File: config.mk
export PLATFORM = sky130hd
export DESIGN_NAME = cps1_mmr_flat
export DESIGN_NICKNAME = d
export VERILOG_FILES = /design/src/rtl/cps1_mmr_pkg.sv /design/src/rtl/cps1_mmr_if.sv /design/src/rtl/cps1_cfg_shift.sv /design/src/rtl/cps1_mmr.sv /design/src/flat_wrapper.sv
export SDC_FILE = /design/constraint.sdc
export NUM_CORES = 1
export LEC_CHECK = 0
export ABC_CLOCK_PERIOD_IN_PS = 4300
export CAP_MARGIN = 0
export CORE_UTILIZATION = 55
export CTS_CLUSTER_DIAMETER = 120
export DETAILED_ROUTE_END_ITERATION = 7
export PLACE_DENSITY = 0.85
export SYNTH_ARGS = -nofsm -noshare
export SYNTH_HDL_FRONTEND = slang
export SYNTH_SLANG_ARGS = --single-unit
File: constraint.sdc
create_clock -name clk -period 4.3 [get_ports clk]
set_input_delay 0.86 -clock clk [delete_from_list [all_inputs] [get_ports clk]]
set_output_delay 0.86 -clock clk [all_outputs]
set_load 0.02 [all_outputs]
File: src/rtl/cps1_mmr_pkg.sv
// cps1_mmr_pkg: shared constants for the CPS-1 memory-mapped register block.
// CPS-A word addresses, configuration byte indices, CPS-B slot encoding
// and small helpers for byte-lane merging and configured-address matching.
package cps1_mmr_pkg;

  typedef logic [4:0] word_addr_t;

  localparam logic [15:0] IDLE_READ = 16'hFFFF;

  // CPS-A word addresses (byte offset / 2)
  localparam word_addr_t A_OBJ_BASE  = 5'h00;
  localparam word_addr_t A_VRAM1     = 5'h01;
  localparam word_addr_t A_VRAM2     = 5'h02;
  localparam word_addr_t A_VRAM3     = 5'h03;
  localparam word_addr_t A_ROW_BASE  = 5'h04;
  localparam word_addr_t A_PAL_BASE  = 5'h05;
  localparam word_addr_t A_HPOS1     = 5'h06;
  localparam word_addr_t A_VPOS1     = 5'h07;
  localparam word_addr_t A_HPOS2     = 5'h08;
  localparam word_addr_t A_VPOS2     = 5'h09;
  localparam word_addr_t A_HPOS3     = 5'h0A;
  localparam word_addr_t A_VPOS3     = 5'h0B;
  localparam word_addr_t A_HSTAR1    = 5'h0C;
  localparam word_addr_t A_VSTAR1    = 5'h0D;
  localparam word_addr_t A_HSTAR2    = 5'h0E;
  localparam word_addr_t A_VSTAR2    = 5'h0F;
  localparam word_addr_t A_ROW_OFF   = 5'h10;
  localparam word_addr_t A_PPU_CTRL  = 5'h11;
  localparam int         CPSA_NREGS  = 18;

  // Configuration byte indices
  localparam int CFG_GAME            = 0;
  localparam int CFG_BANK_OFF_HI     = 1;
  localparam int CFG_BANK_OFF_LO     = 2;
  localparam int CFG_BANK_MASK_HI    = 3;
  localparam int CFG_BANK_MASK_LO    = 4;
  localparam int CFG_LAYER_CTRL_ADDR = 5;
  localparam int CFG_PRIO0_ADDR      = 6;
  localparam int CFG_PAL_PAGE_ADDR   = 10;
  localparam int CFG_INPUT_ADDR      = 11;
  localparam int CFG_ID_ADDR         = 12;
  localparam int CFG_ID_HI           = 13;
  localparam int CFG_ID_LO           = 14;
  localparam int CFG_LMASK0          = 15;
  localparam int CFG_MISC            = 20;
  localparam int CFG_RSVD0           = 21;
  localparam int CFG_RSVD1           = 22;

  // CPS-B address bytes 5..12 in index order; lower slot wins on overlap
  localparam int CPSB_NADDR = 8;
  localparam int CPSB_NREGS = 6;
  typedef enum logic [2:0] {
    B_LAYER_CTRL = 3'd0,
    B_PRIO0      = 3'd1,
    B_PRIO1      = 3'd2,
    B_PRIO2      = 3'd3,
    B_PRIO3      = 3'd4,
    B_PAL_PAGE   = 3'd5,
    B_INPUT      = 3'd6,
    B_ID         = 3'd7
  } cpsb_slot_e;

  // Configured byte offset vs bus word address; bit0 ignored, 8'hFF disables
  function automatic logic cfg_addr_hit(logic [7:0] cfg_byte, word_addr_t word_addr);
    return (cfg_byte != 8'hFF) && (cfg_byte[7:1] == {2'b00, word_addr});
  endfunction

  // Active-low byte enables: dsn[1] gates the high byte, dsn[0] the low byte
  function automatic logic [15:0] lane_merge(logic [15:0] old_val, logic [15:0] wr_val,
                                             logic [1:0] dsn);
    logic [15:0] res;
    res = old_val;
    if (!dsn[1]) res[15:8] = wr_val[15:8];
    if (!dsn[0]) res[7:0]  = wr_val[7:0];
    return res;
  endfunction

endpackage

File: src/rtl/cps1_mmr_if.sv
// cps1_mmr_if: 68000-side bus for the CPS-A/CPS-B register windows.
interface cps1_mmr_if;
  import cps1_mmr_pkg::*;

  logic        ppu1_cs;
  logic        ppu2_cs;
  logic        rnw;
  word_addr_t  addr;
  logic [1:0]  dsn;
  logic [15:0] cpu_dout;
  logic [15:0] mmr_dout;

  modport master (output ppu1_cs, ppu2_cs, rnw, addr, dsn, cpu_dout, input mmr_dout);
  modport slave  (input ppu1_cs, ppu2_cs, rnw, addr, dsn, cpu_dout, output mmr_dout);
endinterface

File: src/rtl/cps1_cfg_shift.sv
// cps1_cfg_shift: per-game configuration, loaded one byte per i_cfg_we.
// Bytes move toward index 0 so the first of REGSIZE bytes ends at index 0.
// Outputs are straight decodes of fixed byte positions.
module cps1_cfg_shift
  import cps1_mmr_pkg::*;
#(
  parameter int REGSIZE = 23
) (
  input  logic                        clk,
  input  logic                        rst,
  input  logic                        i_cfg_we,
  input  logic [7:0]                  i_cfg_data,
  output logic [5:0]                  o_game,
  output logic [15:0]                 o_bank_offset,
  output logic [15:0]                 o_bank_mask,
  output logic [CPSB_NADDR-1:0][7:0]  o_cpsb_addr,
  output logic [15:0]                 o_id_value,
  output logic [4:0][7:0]             o_layer_mask,
  output logic                        o_cpu_speed,
  output logic                        o_charger
);

  logic [7:0] r_cfg [REGSIZE];
  logic       w_unused_cfg;

  // Shift register: newest byte enters at the top index
  always_ff @(posedge clk or negedge rst) begin
    if (!rst) begin
      for (int i = 0; i < REGSIZE; i++) r_cfg[i] <= '0;
    end else if (i_cfg_we) begin
      for (int i = 0; i < REGSIZE - 1; i++) r_cfg[i] <= r_cfg[i+1];
      r_cfg[REGSIZE-1] <= i_cfg_data;
    end
  end

  assign o_game        = r_cfg[CFG_GAME][5:0];
  assign o_bank_offset = {r_cfg[CFG_BANK_OFF_HI], r_cfg[CFG_BANK_OFF_LO]};
  assign o_bank_mask   = {r_cfg[CFG_BANK_MASK_HI], r_cfg[CFG_BANK_MASK_LO]};
  assign o_id_value    = {r_cfg[CFG_ID_HI], r_cfg[CFG_ID_LO]};
  assign o_cpu_speed   = r_cfg[CFG_MISC][0];
  assign o_charger     = r_cfg[CFG_MISC][1];

  genvar gi;
  generate
    for (gi = 0; gi < CPSB_NADDR; gi++) begin : g_addr
      assign o_cpsb_addr[gi] = r_cfg[CFG_LAYER_CTRL_ADDR + gi];
    end
    for (gi = 0; gi < 5; gi++) begin : g_lmask
      assign o_layer_mask[gi] = r_cfg[CFG_LMASK0 + gi];
    end
  endgenerate

  // Reserved bytes and spare bits carry no function
  assign w_unused_cfg = ^{r_cfg[CFG_GAME][7:6], r_cfg[CFG_MISC][7:2],
                          r_cfg[CFG_RSVD0], r_cfg[CFG_RSVD1]};

endmodule

File: src/rtl/cps1_mmr.sv
// cps1_mmr: CPS-1 CPS-A/CPS-B memory-mapped register block.
// CPS-A registers live at fixed offsets; CPS-B register addresses come from
// the per-game configuration held in cps1_cfg_shift. Reads have one cycle of
// latency and mmr_dout holds between reads.
// Optional macro CPSA_READBACK_EN: CPS-A reads return the stored register
// (unmapped offsets 16'hFFFF); without it every CPS-A read returns 16'hFFFF.
module cps1_mmr
  import cps1_mmr_pkg::*;
#(
  parameter int REGSIZE = 23
) (
  input  logic         clk,
  input  logic         rst,
  input  logic         ppu_rstn,
  cps1_mmr_if.slave    bus,
  input  logic         cfg_we,
  input  logic [7:0]   cfg_data,
  input  logic [3:0]   start_button,
  input  logic [3:0]   coin_input,
  input  logic [9:0]   joystick1,
  input  logic [9:0]   joystick2,
  input  logic [9:0]   joystick3,
  input  logic [9:0]   joystick4,
  output logic [15:0]  ppu_ctrl,
  output logic [15:0]  hpos1,
  output logic [15:0]  hpos2,
  output logic [15:0]  hpos3,
  output logic [15:0]  vpos1,
  output logic [15:0]  vpos2,
  output logic [15:0]  vpos3,
  output logic [15:0]  hstar1,
  output logic [15:0]  hstar2,
  output logic [15:0]  vstar1,
  output logic [15:0]  vstar2,
  output logic [15:0]  vram1_base,
  output logic [15:0]  vram2_base,
  output logic [15:0]  vram3_base,
  output logic [15:0]  vram_obj_base,
  output logic [15:0]  vram_row_base,
  output logic [15:0]  row_offset,
  output logic [15:0]  pal_base,
  output logic [15:0]  layer_ctrl,
  output logic [15:0]  prio0,
  output logic [15:0]  prio1,
  output logic [15:0]  prio2,
  output logic [15:0]  prio3,
  output logic [7:0]   layer_mask0,
  output logic [7:0]   layer_mask1,
  output logic [7:0]   layer_mask2,
  output logic [7:0]   layer_mask3,
  output logic [7:0]   layer_mask4,
  output logic [5:0]   pal_page_en,
  output logic [5:0]   game,
  output logic [15:0]  bank_offset,
  output logic [15:0]  bank_mask,
  output logic         pal_copy,
  output logic         obj_dma_ok,
  output logic         cpu_speed,
  output logic         charger
);

  logic [CPSB_NADDR-1:0][7:0] w_cpsb_addr;
  logic [15:0]                w_id_value;
  logic [4:0][7:0]            w_layer_mask;
  logic [CPSB_NADDR-1:0]      w_addr_hit;
  logic                       w_hit_any;
  logic [2:0]                 w_hit_idx;
  logic                       w_cpsa_sel;
  logic                       w_cpsb_sel;
  logic                       w_cpsa_wr;
  logic                       w_cpsb_wr;
  logic                       w_obj_sel;
  logic                       w_pal_sel;
  logic [15:0]                w_rdata;
  logic                       w_unused_inputs;

  logic [15:0] r_cpsa [CPSA_NREGS];
  logic [15:0] r_cpsb [CPSB_NREGS];
  logic        r_obj_sel_d;
  logic        r_pal_sel_d;
  logic        r_obj_dma_ok;
  logic        r_pal_copy;
  logic [15:0] r_mmr_dout;

  cps1_cfg_shift #(.REGSIZE(REGSIZE)) u_cfg (
    .clk           (clk),
    .rst           (rst),
    .i_cfg_we      (cfg_we),
    .i_cfg_data    (cfg_data),
    .o_game        (game),
    .o_bank_offset (bank_offset),
    .o_bank_mask   (bank_mask),
    .o_cpsb_addr   (w_cpsb_addr),
    .o_id_value    (w_id_value),
    .o_layer_mask  (w_layer_mask),
    .o_cpu_speed   (cpu_speed),
    .o_charger     (charger)
  );

  // ppu1 wins when both windows are selected
  assign w_cpsa_sel = bus.ppu1_cs;
  assign w_cpsb_sel = bus.ppu2_cs & ~bus.ppu1_cs;
  assign w_cpsa_wr  = w_cpsa_sel & ~bus.rnw;
  assign w_cpsb_wr  = w_cpsb_sel & ~bus.rnw;
  assign w_obj_sel  = w_cpsa_wr & (bus.addr == A_OBJ_BASE);
  assign w_pal_sel  = w_cpsa_wr & (bus.addr == A_PAL_BASE);

  genvar gi;
  generate
    for (gi = 0; gi < CPSB_NADDR; gi++) begin : g_hit
      assign w_addr_hit[gi] = cfg_addr_hit(w_cpsb_addr[gi], bus.addr);
    end
  endgenerate

  // Priority encode configured-address matches; the lowest byte index wins
  always_comb begin
    w_hit_any = 1'b0;
    w_hit_idx = '0;
    for (int i = CPSB_NADDR - 1; i >= 0; i--) begin
      if (w_addr_hit[i]) begin
        w_hit_any = 1'b1;
        w_hit_idx = 3'(i);
      end
    end
  end

  // CPS-A registers: fixed word addresses, byte-lane writes
  always_ff @(posedge clk or negedge rst) begin
    if (!rst) begin
      for (int i = 0; i < CPSA_NREGS; i++) r_cpsa[i] <= '0;
    end else if (!ppu_rstn) begin
      for (int i = 0; i < CPSA_NREGS; i++) r_cpsa[i] <= '0;
    end else if (w_cpsa_wr && (bus.addr < 5'(CPSA_NREGS))) begin
      r_cpsa[bus.addr] <= lane_merge(r_cpsa[bus.addr], bus.cpu_dout, bus.dsn);
    end
  end

  // CPS-B registers: written only when the winning match is a writable slot
  always_ff @(posedge clk or negedge rst) begin
    if (!rst) begin
      for (int i = 0; i < CPSB_NREGS; i++) r_cpsb[i] <= '0;
    end else if (!ppu_rstn) begin
      for (int i = 0; i < CPSB_NREGS; i++) r_cpsb[i] <= '0;
    end else if (w_cpsb_wr && w_hit_any && (w_hit_idx < 3'(CPSB_NREGS))) begin
      r_cpsb[w_hit_idx] <= lane_merge(r_cpsb[w_hit_idx], bus.cpu_dout, bus.dsn);
    end
  end

  // One-cycle strobes on the first cycle of a CPS-A write select to 00 / 0A
  always_ff @(posedge clk or negedge rst) begin
    if (!rst) begin
      r_obj_sel_d  <= 1'b0;
      r_pal_sel_d  <= 1'b0;
      r_obj_dma_ok <= 1'b0;
      r_pal_copy   <= 1'b0;
    end else if (!ppu_rstn) begin
      r_obj_sel_d  <= 1'b0;
      r_pal_sel_d  <= 1'b0;
      r_obj_dma_ok <= 1'b0;
      r_pal_copy   <= 1'b0;
    end else begin
      r_obj_sel_d  <= w_obj_sel;
      r_pal_sel_d  <= w_pal_sel;
      r_obj_dma_ok <= w_obj_sel & ~r_obj_sel_d;
      r_pal_copy   <= w_pal_sel & ~r_pal_sel_d;
    end
  end

  // Read data selection for the current bus cycle
  always_comb begin
    w_rdata = IDLE_READ;
    if (w_cpsa_sel) begin
`ifdef CPSA_READBACK_EN
      if (bus.addr < 5'(CPSA_NREGS)) w_rdata = r_cpsa[bus.addr];
`endif
    end else if (w_cpsb_sel && w_hit_any) begin
      case (cpsb_slot_e'(w_hit_idx))
        B_ID:    w_rdata = w_id_value;
        B_INPUT: w_rdata = {start_button, coin_input, joystick3[7:0]};
        default: w_rdata = IDLE_READ;
      endcase
    end
  end

  // Registered read port; holds its value between reads
  always_ff @(posedge clk or negedge rst) begin
    if (!rst) begin
      r_mmr_dout <= IDLE_READ;
    end else if ((bus.ppu1_cs || bus.ppu2_cs) && bus.rnw) begin
      r_mmr_dout <= w_rdata;
    end
  end

  assign bus.mmr_dout  = r_mmr_dout;
  assign obj_dma_ok    = r_obj_dma_ok;
  assign pal_copy      = r_pal_copy;

  assign vram_obj_base = r_cpsa[A_OBJ_BASE];
  assign vram1_base    = r_cpsa[A_VRAM1];
  assign vram2_base    = r_cpsa[A_VRAM2];
  assign vram3_base    = r_cpsa[A_VRAM3];
  assign vram_row_base = r_cpsa[A_ROW_BASE];
  assign pal_base      = r_cpsa[A_PAL_BASE];
  assign hpos1         = r_cpsa[A_HPOS1];
  assign vpos1         = r_cpsa[A_VPOS1];
  assign hpos2         = r_cpsa[A_HPOS2];
  assign vpos2         = r_cpsa[A_VPOS2];
  assign hpos3         = r_cpsa[A_HPOS3];
  assign vpos3         = r_cpsa[A_VPOS3];
  assign hstar1        = r_cpsa[A_HSTAR1];
  assign vstar1        = r_cpsa[A_VSTAR1];
  assign hstar2        = r_cpsa[A_HSTAR2];
  assign vstar2        = r_cpsa[A_VSTAR2];
  assign row_offset    = r_cpsa[A_ROW_OFF];
  assign ppu_ctrl      = r_cpsa[A_PPU_CTRL];

  assign layer_ctrl    = r_cpsb[B_LAYER_CTRL];
  assign prio0         = r_cpsb[B_PRIO0];
  assign prio1         = r_cpsb[B_PRIO1];
  assign prio2         = r_cpsb[B_PRIO2];
  assign prio3         = r_cpsb[B_PRIO3];
  assign pal_page_en   = r_cpsb[B_PAL_PAGE][5:0];

  assign layer_mask0   = w_layer_mask[0];
  assign layer_mask1   = w_layer_mask[1];
  assign layer_mask2   = w_layer_mask[2];
  assign layer_mask3   = w_layer_mask[3];
  assign layer_mask4   = w_layer_mask[4];

  // Only joystick3[7:0] is visible through the input port
  assign w_unused_inputs = ^{joystick1, joystick2, joystick4, joystick3[9:8],
                             r_cpsb[B_PAL_PAGE][15:6]};

endmodule

File: src/flat_wrapper.sv
// flat-port wrapper written by rule: the top's interface ports become plain ports
module cps1_mmr_flat import cps1_mmr_pkg::*;
#(
  parameter int REGSIZE = 23
)
  (clk, rst, ppu_rstn, cfg_we, cfg_data, start_button, coin_input, joystick1, joystick2, joystick3, joystick4, ppu_ctrl, hpos1, hpos2, hpos3, vpos1, vpos2, vpos3, hstar1, hstar2, vstar1, vstar2, vram1_base, vram2_base, vram3_base, vram_obj_base, vram_row_base, row_offset, pal_base, layer_ctrl, prio0, prio1, prio2, prio3, layer_mask0, layer_mask1, layer_mask2, layer_mask3, layer_mask4, pal_page_en, game, bank_offset, bank_mask, pal_copy, obj_dma_ok, cpu_speed, charger, bus_ppu1_cs, bus_ppu2_cs, bus_rnw, bus_addr, bus_dsn, bus_cpu_dout, bus_mmr_dout);
  cps1_mmr_if bus_i ();
  input  logic clk;
  input  logic rst;
  input  logic ppu_rstn;
  input  logic cfg_we;
  input  logic [7:0] cfg_data;
  input  logic [3:0] start_button;
  input  logic [3:0] coin_input;
  input  logic [9:0] joystick1;
  input  logic [9:0] joystick2;
  input  logic [9:0] joystick3;
  input  logic [9:0] joystick4;
  output logic [15:0] ppu_ctrl;
  output logic [15:0] hpos1;
  output logic [15:0] hpos2;
  output logic [15:0] hpos3;
  output logic [15:0] vpos1;
  output logic [15:0] vpos2;
  output logic [15:0] vpos3;
  output logic [15:0] hstar1;
  output logic [15:0] hstar2;
  output logic [15:0] vstar1;
  output logic [15:0] vstar2;
  output logic [15:0] vram1_base;
  output logic [15:0] vram2_base;
  output logic [15:0] vram3_base;
  output logic [15:0] vram_obj_base;
  output logic [15:0] vram_row_base;
  output logic [15:0] row_offset;
  output logic [15:0] pal_base;
  output logic [15:0] layer_ctrl;
  output logic [15:0] prio0;
  output logic [15:0] prio1;
  output logic [15:0] prio2;
  output logic [15:0] prio3;
  output logic [7:0] layer_mask0;
  output logic [7:0] layer_mask1;
  output logic [7:0] layer_mask2;
  output logic [7:0] layer_mask3;
  output logic [7:0] layer_mask4;
  output logic [5:0] pal_page_en;
  output logic [5:0] game;
  output logic [15:0] bank_offset;
  output logic [15:0] bank_mask;
  output logic pal_copy;
  output logic obj_dma_ok;
  output logic cpu_speed;
  output logic charger;
  input wire logic [$bits(bus_i.ppu1_cs)-1:0] bus_ppu1_cs;
  input wire logic [$bits(bus_i.ppu2_cs)-1:0] bus_ppu2_cs;
  input wire logic [$bits(bus_i.rnw)-1:0] bus_rnw;
  input wire logic [$bits(bus_i.addr)-1:0] bus_addr;
  input wire logic [$bits(bus_i.dsn)-1:0] bus_dsn;
  input wire logic [$bits(bus_i.cpu_dout)-1:0] bus_cpu_dout;
  output wire logic [$bits(bus_i.mmr_dout)-1:0] bus_mmr_dout;
  assign bus_i.ppu1_cs = bus_ppu1_cs;
  assign bus_i.ppu2_cs = bus_ppu2_cs;
  assign bus_i.rnw = bus_rnw;
  assign bus_i.addr = bus_addr;
  assign bus_i.dsn = bus_dsn;
  assign bus_i.cpu_dout = bus_cpu_dout;
  assign bus_mmr_dout = bus_i.mmr_dout;
  cps1_mmr #(.REGSIZE(REGSIZE)) u_core (.clk(clk), .rst(rst), .ppu_rstn(ppu_rstn), .bus(bus_i), .cfg_we(cfg_we), .cfg_data(cfg_data), .start_button(start_button), .coin_input(coin_input), .joystick1(joystick1), .joystick2(joystick2), .joystick3(joystick3), .joystick4(joystick4), .ppu_ctrl(ppu_ctrl), .hpos1(hpos1), .hpos2(hpos2), .hpos3(hpos3), .vpos1(vpos1), .vpos2(vpos2), .vpos3(vpos3), .hstar1(hstar1), .hstar2(hstar2), .vstar1(vstar1), .vstar2(vstar2), .vram1_base(vram1_base), .vram2_base(vram2_base), .vram3_base(vram3_base), .vram_obj_base(vram_obj_base), .vram_row_base(vram_row_base), .row_offset(row_offset), .pal_base(pal_base), .layer_ctrl(layer_ctrl), .prio0(prio0), .prio1(prio1), .prio2(prio2), .prio3(prio3), .layer_mask0(layer_mask0), .layer_mask1(layer_mask1), .layer_mask2(layer_mask2), .layer_mask3(layer_mask3), .layer_mask4(layer_mask4), .pal_page_en(pal_page_en), .game(game), .bank_offset(bank_offset), .bank_mask(bank_mask), .pal_copy(pal_copy), .obj_dma_ok(obj_dma_ok), .cpu_speed(cpu_speed), .charger(charger));
endmodule
* Word-level counts from Yosys, hierarchy flattened *
Cells that the tools add are included.
W data, S select, Z words.

operators by class
  equal/unequal tests = 21
  reduce and logical (&&, ||, !) cells = 17
  mux-type cells = 51
  bitwise operators = 13
  order comparisons = 6

operators with widths
  operator              number
  $mux W288             2
  $bwmux W288           1
  $mux W96              2
  $mux W16              8
  $bwmux W96            1
  $mux W8               12
  $bmux W16 S5          1
  $demux W16 S5         1
  $ne A8 B8 Y1 const B  8
  $eq A7 B5 Y1          8
  $bmux W16 S3          1
  $demux W16 S3         1
  $pmux W16 S2          1
  $mux W3               8
  $logic_and A1 B1 Y1   15
  $mux W1               12
  $and A1 B1 Y1         7
  $eq A3 B3 Y1 const B  2
  $ge A6 B6 Y1 const B  1
  $lt A6 B1 Y1 const B  1
  $not A5 Y6            1
  $eq A5 B3 Y1 const B  1
  $logic_not A5 Y1      1
  $lt A5 B5 Y1 const B  1
  other kinds (7)       11

word-level totals
  output and inout port bits = 472
  bits in registers = 586
  word-level logic and storage cells = 160

* Logic depth before layout (Yosys ltp) *
  depth in word-level cells = 20
  mapped depth = 12
  depth with buffers taken out = 8

* By module *
A second synthesis with hierarchy kept.

unflattened totals
  cell total of the unflattened synthesis = 2,400
  area, all modules = 28,182.0 µm²

by module, submodules not included
  module          cells an instance  sequential area each (µm²)  area an instance (µm²)  instances
  cps1_mmr        1,858              10,129.7                    20,124.3                1
  cps1_cfg_shift  542                4,554.4                     8,057.7                 1

* Worst setup path after synthesis *
No wires, ideal clock.

  kind = input-to-reg
  from = input port bus_addr[0]
  to = register u_core.r_cpsa, in the netlist u_core.hpos2[7]
  library setup time = 0.121 ns
  required time = 4.179 ns
  buffers on the path = 6
  cell stages on the path = 11
  path slack = 0.948 ns
  arrival = 3.231 ns
  cells stage by stage = buf_4 buf_4 buf_2 buf_2 mux4_2 a31oi_1 o2111ai_1 o21a_1 buf_2 buf_2 a22o_1

on the way
  cells in the longest elaborated chain, start to end = 10

RTL lines
  item                                         line                text
  from (decl)                                  flat_wrapper.sv:58  input wire logic [$bits(bus_i.addr)-1:0] bus_addr;
  $not A5 Y6 (implied by the code)             cps1_mmr.sv:134     r_cpsa[bus.addr] <= lane_merge(r_cpsa[bus.addr], bus.cpu_dout, bus.dsn);
  $bmux W16 S5                                 cps1_mmr.sv:134
  $mux W16 (implied by the code) (2 in a row)  cps1_mmr.sv:134
  $mux W8                                      cps1_mmr_pkg.sv:74  if (!dsn[0]) res[7:0] = wr_val[7:0];
  $mux W8                                      cps1_mmr.sv:133     end else if (w_cpsa_wr && (bus.addr < 5'(CPSA_NREGS))) begin
  $mux W8                                      cps1_mmr.sv:131     end else if (!ppu_rstn) begin
  $bwmux W288                                  cps1_mmr.sv:134
  $mux W288                                    cps1_mmr.sv:133
  $mux W288                                    cps1_mmr.sv:131
  to (signal, indexed assignment)              cps1_mmr.sv:134
  to (decl)                                    cps1_mmr.sv:77      logic [15:0] r_cpsa [CPSA_NREGS];

Several ways; a longest one is shown, not always the timed one. The select of a mux whose other input is x is not followed.
A chain may end at the register's enable or synchronous reset.

* Final worst setup path *
  from = input port bus_addr[4]
  to = register u_core.r_cpsb, in the netlist u_core.pal_page_en[5]

on the way
  cells in the longest elaborated chain, start to end = 20

RTL lines
  item                                         line                text
  $eq A7 B5 Y1                                 cps1_mmr_pkg.sv:65  return (cfg_byte != 8'hFF) && (cfg_byte[7:1] == {2'b00, word_addr});
  $logic_and A1 B1 Y1                          cps1_mmr_pkg.sv:65
  $mux W3 (8 in a row)                         cps1_mmr.sv:120     if (w_addr_hit[i]) begin
  $not A3 Y4 (implied by the code)             cps1_mmr.sv:145     r_cpsb[w_hit_idx] <= lane_merge(r_cpsb[w_hit_idx], bus.cpu_dout, bus.dsn);
  $bmux W16 S3                                 cps1_mmr.sv:145
  $mux W16 (implied by the code) (2 in a row)  cps1_mmr.sv:145
  $mux W8                                      cps1_mmr_pkg.sv:74
  $mux W8                                      cps1_mmr.sv:144     end else if (w_cpsb_wr && w_hit_any && (w_hit_idx < 3'(CPSB_NREGS))) begin
  $mux W8                                      cps1_mmr.sv:142     end else if (!ppu_rstn) begin
  $bwmux W96                                   cps1_mmr.sv:145
  $mux W96                                     cps1_mmr.sv:144
  $mux W96                                     cps1_mmr.sv:142
  to (signal, indexed assignment)              cps1_mmr.sv:145
  to (decl)                                    cps1_mmr.sv:78      logic [15:0] r_cpsb [CPSB_NREGS];

Several ways; a longest one is shown, not always the timed one. The select of a mux whose other input is x is not followed.

==> results_dict.tcl <==
set metrics [dict create \
    rsz0062_at_grt "false" \
    p_per_area_nw_per_um2 457 \
    first_pass_iters 5 \
    cp-startpoint "bus_addr[4]" \
    track_usage_pct 37.4 \
    core-area_um2 47900 \
    r2r_slack_ps 1000 \
    syn_inst 2107 \
    ys_top_cells_by_area "dfrtp_1 53%, a22o_1 9.6%, mux2_2 8.4%" \
    start_util_pct 55.9 \
    syn_area_per_cell_um2 12.7 \
    drive_gt1_share_pct 20.8 \
    worst-path-max-fanout 15 \
    antenna_left 0 \
    relSlewSlack_pct 27.6 \
    synth-edff-count 0 \
    r2r_cells 8 \
    hp-class "in -> async" \
    h-tree-depth 2 \
    maxCapViolations 0 \
    cp.required_ps 4780 \
    power_leakage_nw 14.6 \
    worst_pin_slew_ps 1090 \
    hold_viol 0 \
    clk_path_buf_depth 3 \
    vias 21100 \
    hold_buffers 0 \
    setup_violations 0 \
    drtIter0Drc 2536 \
    layout_common_cells "570 x dfrtp_1, 519 x clkdlybuf4s50_1, 295 x a22o_1, 199 x mux2_2, 122 x nand2_1" \
    r2r_start "u_core.u_cfg.o_cpsb_addr[52]" \
    grt_overflow 0 \
    clockPowerShare_pct 34.2 \
    syn-num-nets 2193 \
    crit_type "in -> reg" \
    clk_pin_slew_ps 60 \
    io_buffers 525 \
    ios 558 \
    clock_sinks 586 \
    p_seq_share_pct 44.7 \
    timing.final.ws_setup_ps 534 \
    post_drt_wl_per_cell_um 29.6 \
    synthArstFlopShare_pct 100 \
    yosysTopAreaCellShare_pct 53.2 \
    largest_reg_flops 64 \
    ys_types 60 \
    die_y_um 223 \
    drv_slew 0 \
    ys_ff_latch 586 \
    cts_tree "built" \
    grt_pass1_vias 21400 \
    peakVddDrop_mv 0.289 \
    p_switching_mw 4.62 \
    grt_start_max_net_pins 86 \
    dp_slack_ps 2.80 \
    start_kind "input pin" \
    skew_ps 42.5 \
    netlist.top_cell.by_area "dfrtp_1" \
    cts_inserted_buffers 58 \
    regToRegEndpoint "u_core.pal_page_en[5]" \
    yosys_warnings 0 \
    arrival_ps 4250 \
    status "complete, no violations" \
    grt_pass1_wl_um 139000 \
    dp_hpwl_um 65200 \
    die_area_um2 49700 \
    timing.fmax_ghz 0.266 \
    drc 0 \
    routed_via_density 6.71 \
    post-cts-setup-buffers 0 \
    final_common_cell "dfrtp_1" \
    period_needed_ps 3770 \
    cts-root-buf "clkbuf_16" \
    finalWirelength_um 93100 \
    ctsResizeCount 0 \
    final_nets 2574 \
    antenna_found_initial 1 \
    crit_path_end "u_core.pal_page_en[5]" \
    die_w_um 223 \
    period_share_pct 87.6 \
    insertion_delay_ps 650 \
    synth_flop_cell "dfrtp_1" \
    place.gp.congestion 0.953 \
    rows 80 \
    critical_path.endpoint_type "register" \
    area_growth_syn_to_layout_pct 26.3 \
    seq_area_frac_synth_pct 54.7 \
    tns_ps 0 \
    internal_power_mw 10.8 \
    fin_util_pct 70.7 \
    antennaDiodeCount 0 \
    sw_frac_of_total_pct 29.9 \
    p_comb_share_pct 21.1 \
    syn_area_um2 26800 \
]
==> cells in the mapped netlist (4+ instances only) <==
library cell and number:
or4_1 5, a22oi_1 55, xor2_1 8, nor3_1 12, buf_2 51, mux2_2 199, dfstp_2 16, o22ai_1 10
a21oi_1 17, nand4_1 8, nor4_1 7, a31oi_1 37, and3_1 6, o2111ai_1 9, o31ai_1 28, inv_1 7
buf_1 6, nand2_1 122, a22o_1 295, nand3_1 13, dfrtp_1 570, nor2_1 69, o22a_1 10, nor2b_1 11
o21a_1 12, o211ai_1 9, o21ai_0 41, nor3b_1 5, buf_4 174, mux2i_1 21, a222oi_1 4, nand2b_1 8
or2_2 6, xnor2_1 32, a221oi_1 10, o21ai_1 27, mux4_2 64, and2_1 4, clkbuf_1 85
==> cell families (layout without fill, tap and decap cells) <==
kind of cell / Yosys count / count (layout) / share of synthesized area (%)
compound gates: 582 / 582 / 17.0
mux: 284 / 284 / 14.5
xor+xnor: 40 / 40 / 1.31
flops: 586 / 586 / 54.7
buf+inv: 328 / 757 / 7.39
simple gates: 287 / 287 / 5.02
==> layout make-up <==
cell class / instances / area, um2
inverters: 8 / 30.0
well taps: 615 / 769
multi-input cells: 1193 / 10200
clock buffers: 77 / 1630
fillers: 3188 / 14100
clock inverters: 31 / 345
repair buffers: 641 / 6220
flip-flops and latches: 586 / 14700
==> stage by stage <==
stage	instances	power, mW	hold slack, ps	instance area [um2]
after floorplan	2107	9.15	387	26800
after global placement	3043	10.1	390	31900
after detailed placement	3043	10.2	407	31900
after CTS	3151	15.5	263	33900
after global routing	3151	16.0	285	33900
final	3151	15.5	244	33900
==> worst max-delay path, cell delays in order <==
cell             delay [ps]
clkdlybuf4s50_1         660
xnor2_1                 310
nand4_1                 140
nor4_2                  570
a211oi_2                170
a21oi_4                 500
mux2_2                  400
a221oi_1                450
o31ai_1                 170
==> metal layers <==
metal | wire length (um) | track usage, % | part of all wire (%) | up-vias
li1 | - | - | - | 8533
met1 | 33200 | 46.5 | 36 | 10800
met2 | 43400 | 57.9 | 47 | 1478
met3 | 10500 | 11.8 | 11 | 348
met4 | 6060 | 21.5 | 6.5 | 2
met5 | 13 | 0 | 0.014 | -
==> power by group through the flow <==
| stage | Sequential [mW] | Clock [mW] | Combinational, mW |
|---|---|---|---|
| global placement | 6.93 | 0 | 3.13 |
| finish | 6.91 | 5.29 | 3.27 |
| detailed placement | 6.99 | 0 | 3.22 |
| floorplan | 6.75 | 0 | 2.40 |
| global route | 7.01 | 5.54 | 3.44 |
| CTS | 6.90 | 5.32 | 3.26 |
==> worst min-delay path by stage <==
stage,startpoint,endpoint,slack [ps],cells after the start
6_report,rst,u_core.prio0[15],240,1
3_3_place_gp,u_core.r_obj_sel_d,u_core.obj_dma_ok,390,1
4_1_cts,rst,u_core.prio0[15],260,1
5_1_grt,rst,u_core.prio0[15],280,1
2_1_floorplan,u_core.r_obj_sel_d,u_core.obj_dma_ok,390,1
3_5_place_dp,u_core.r_obj_sel_d,u_core.obj_dma_ok,410,1
Power figures use the tool's default switching activity.
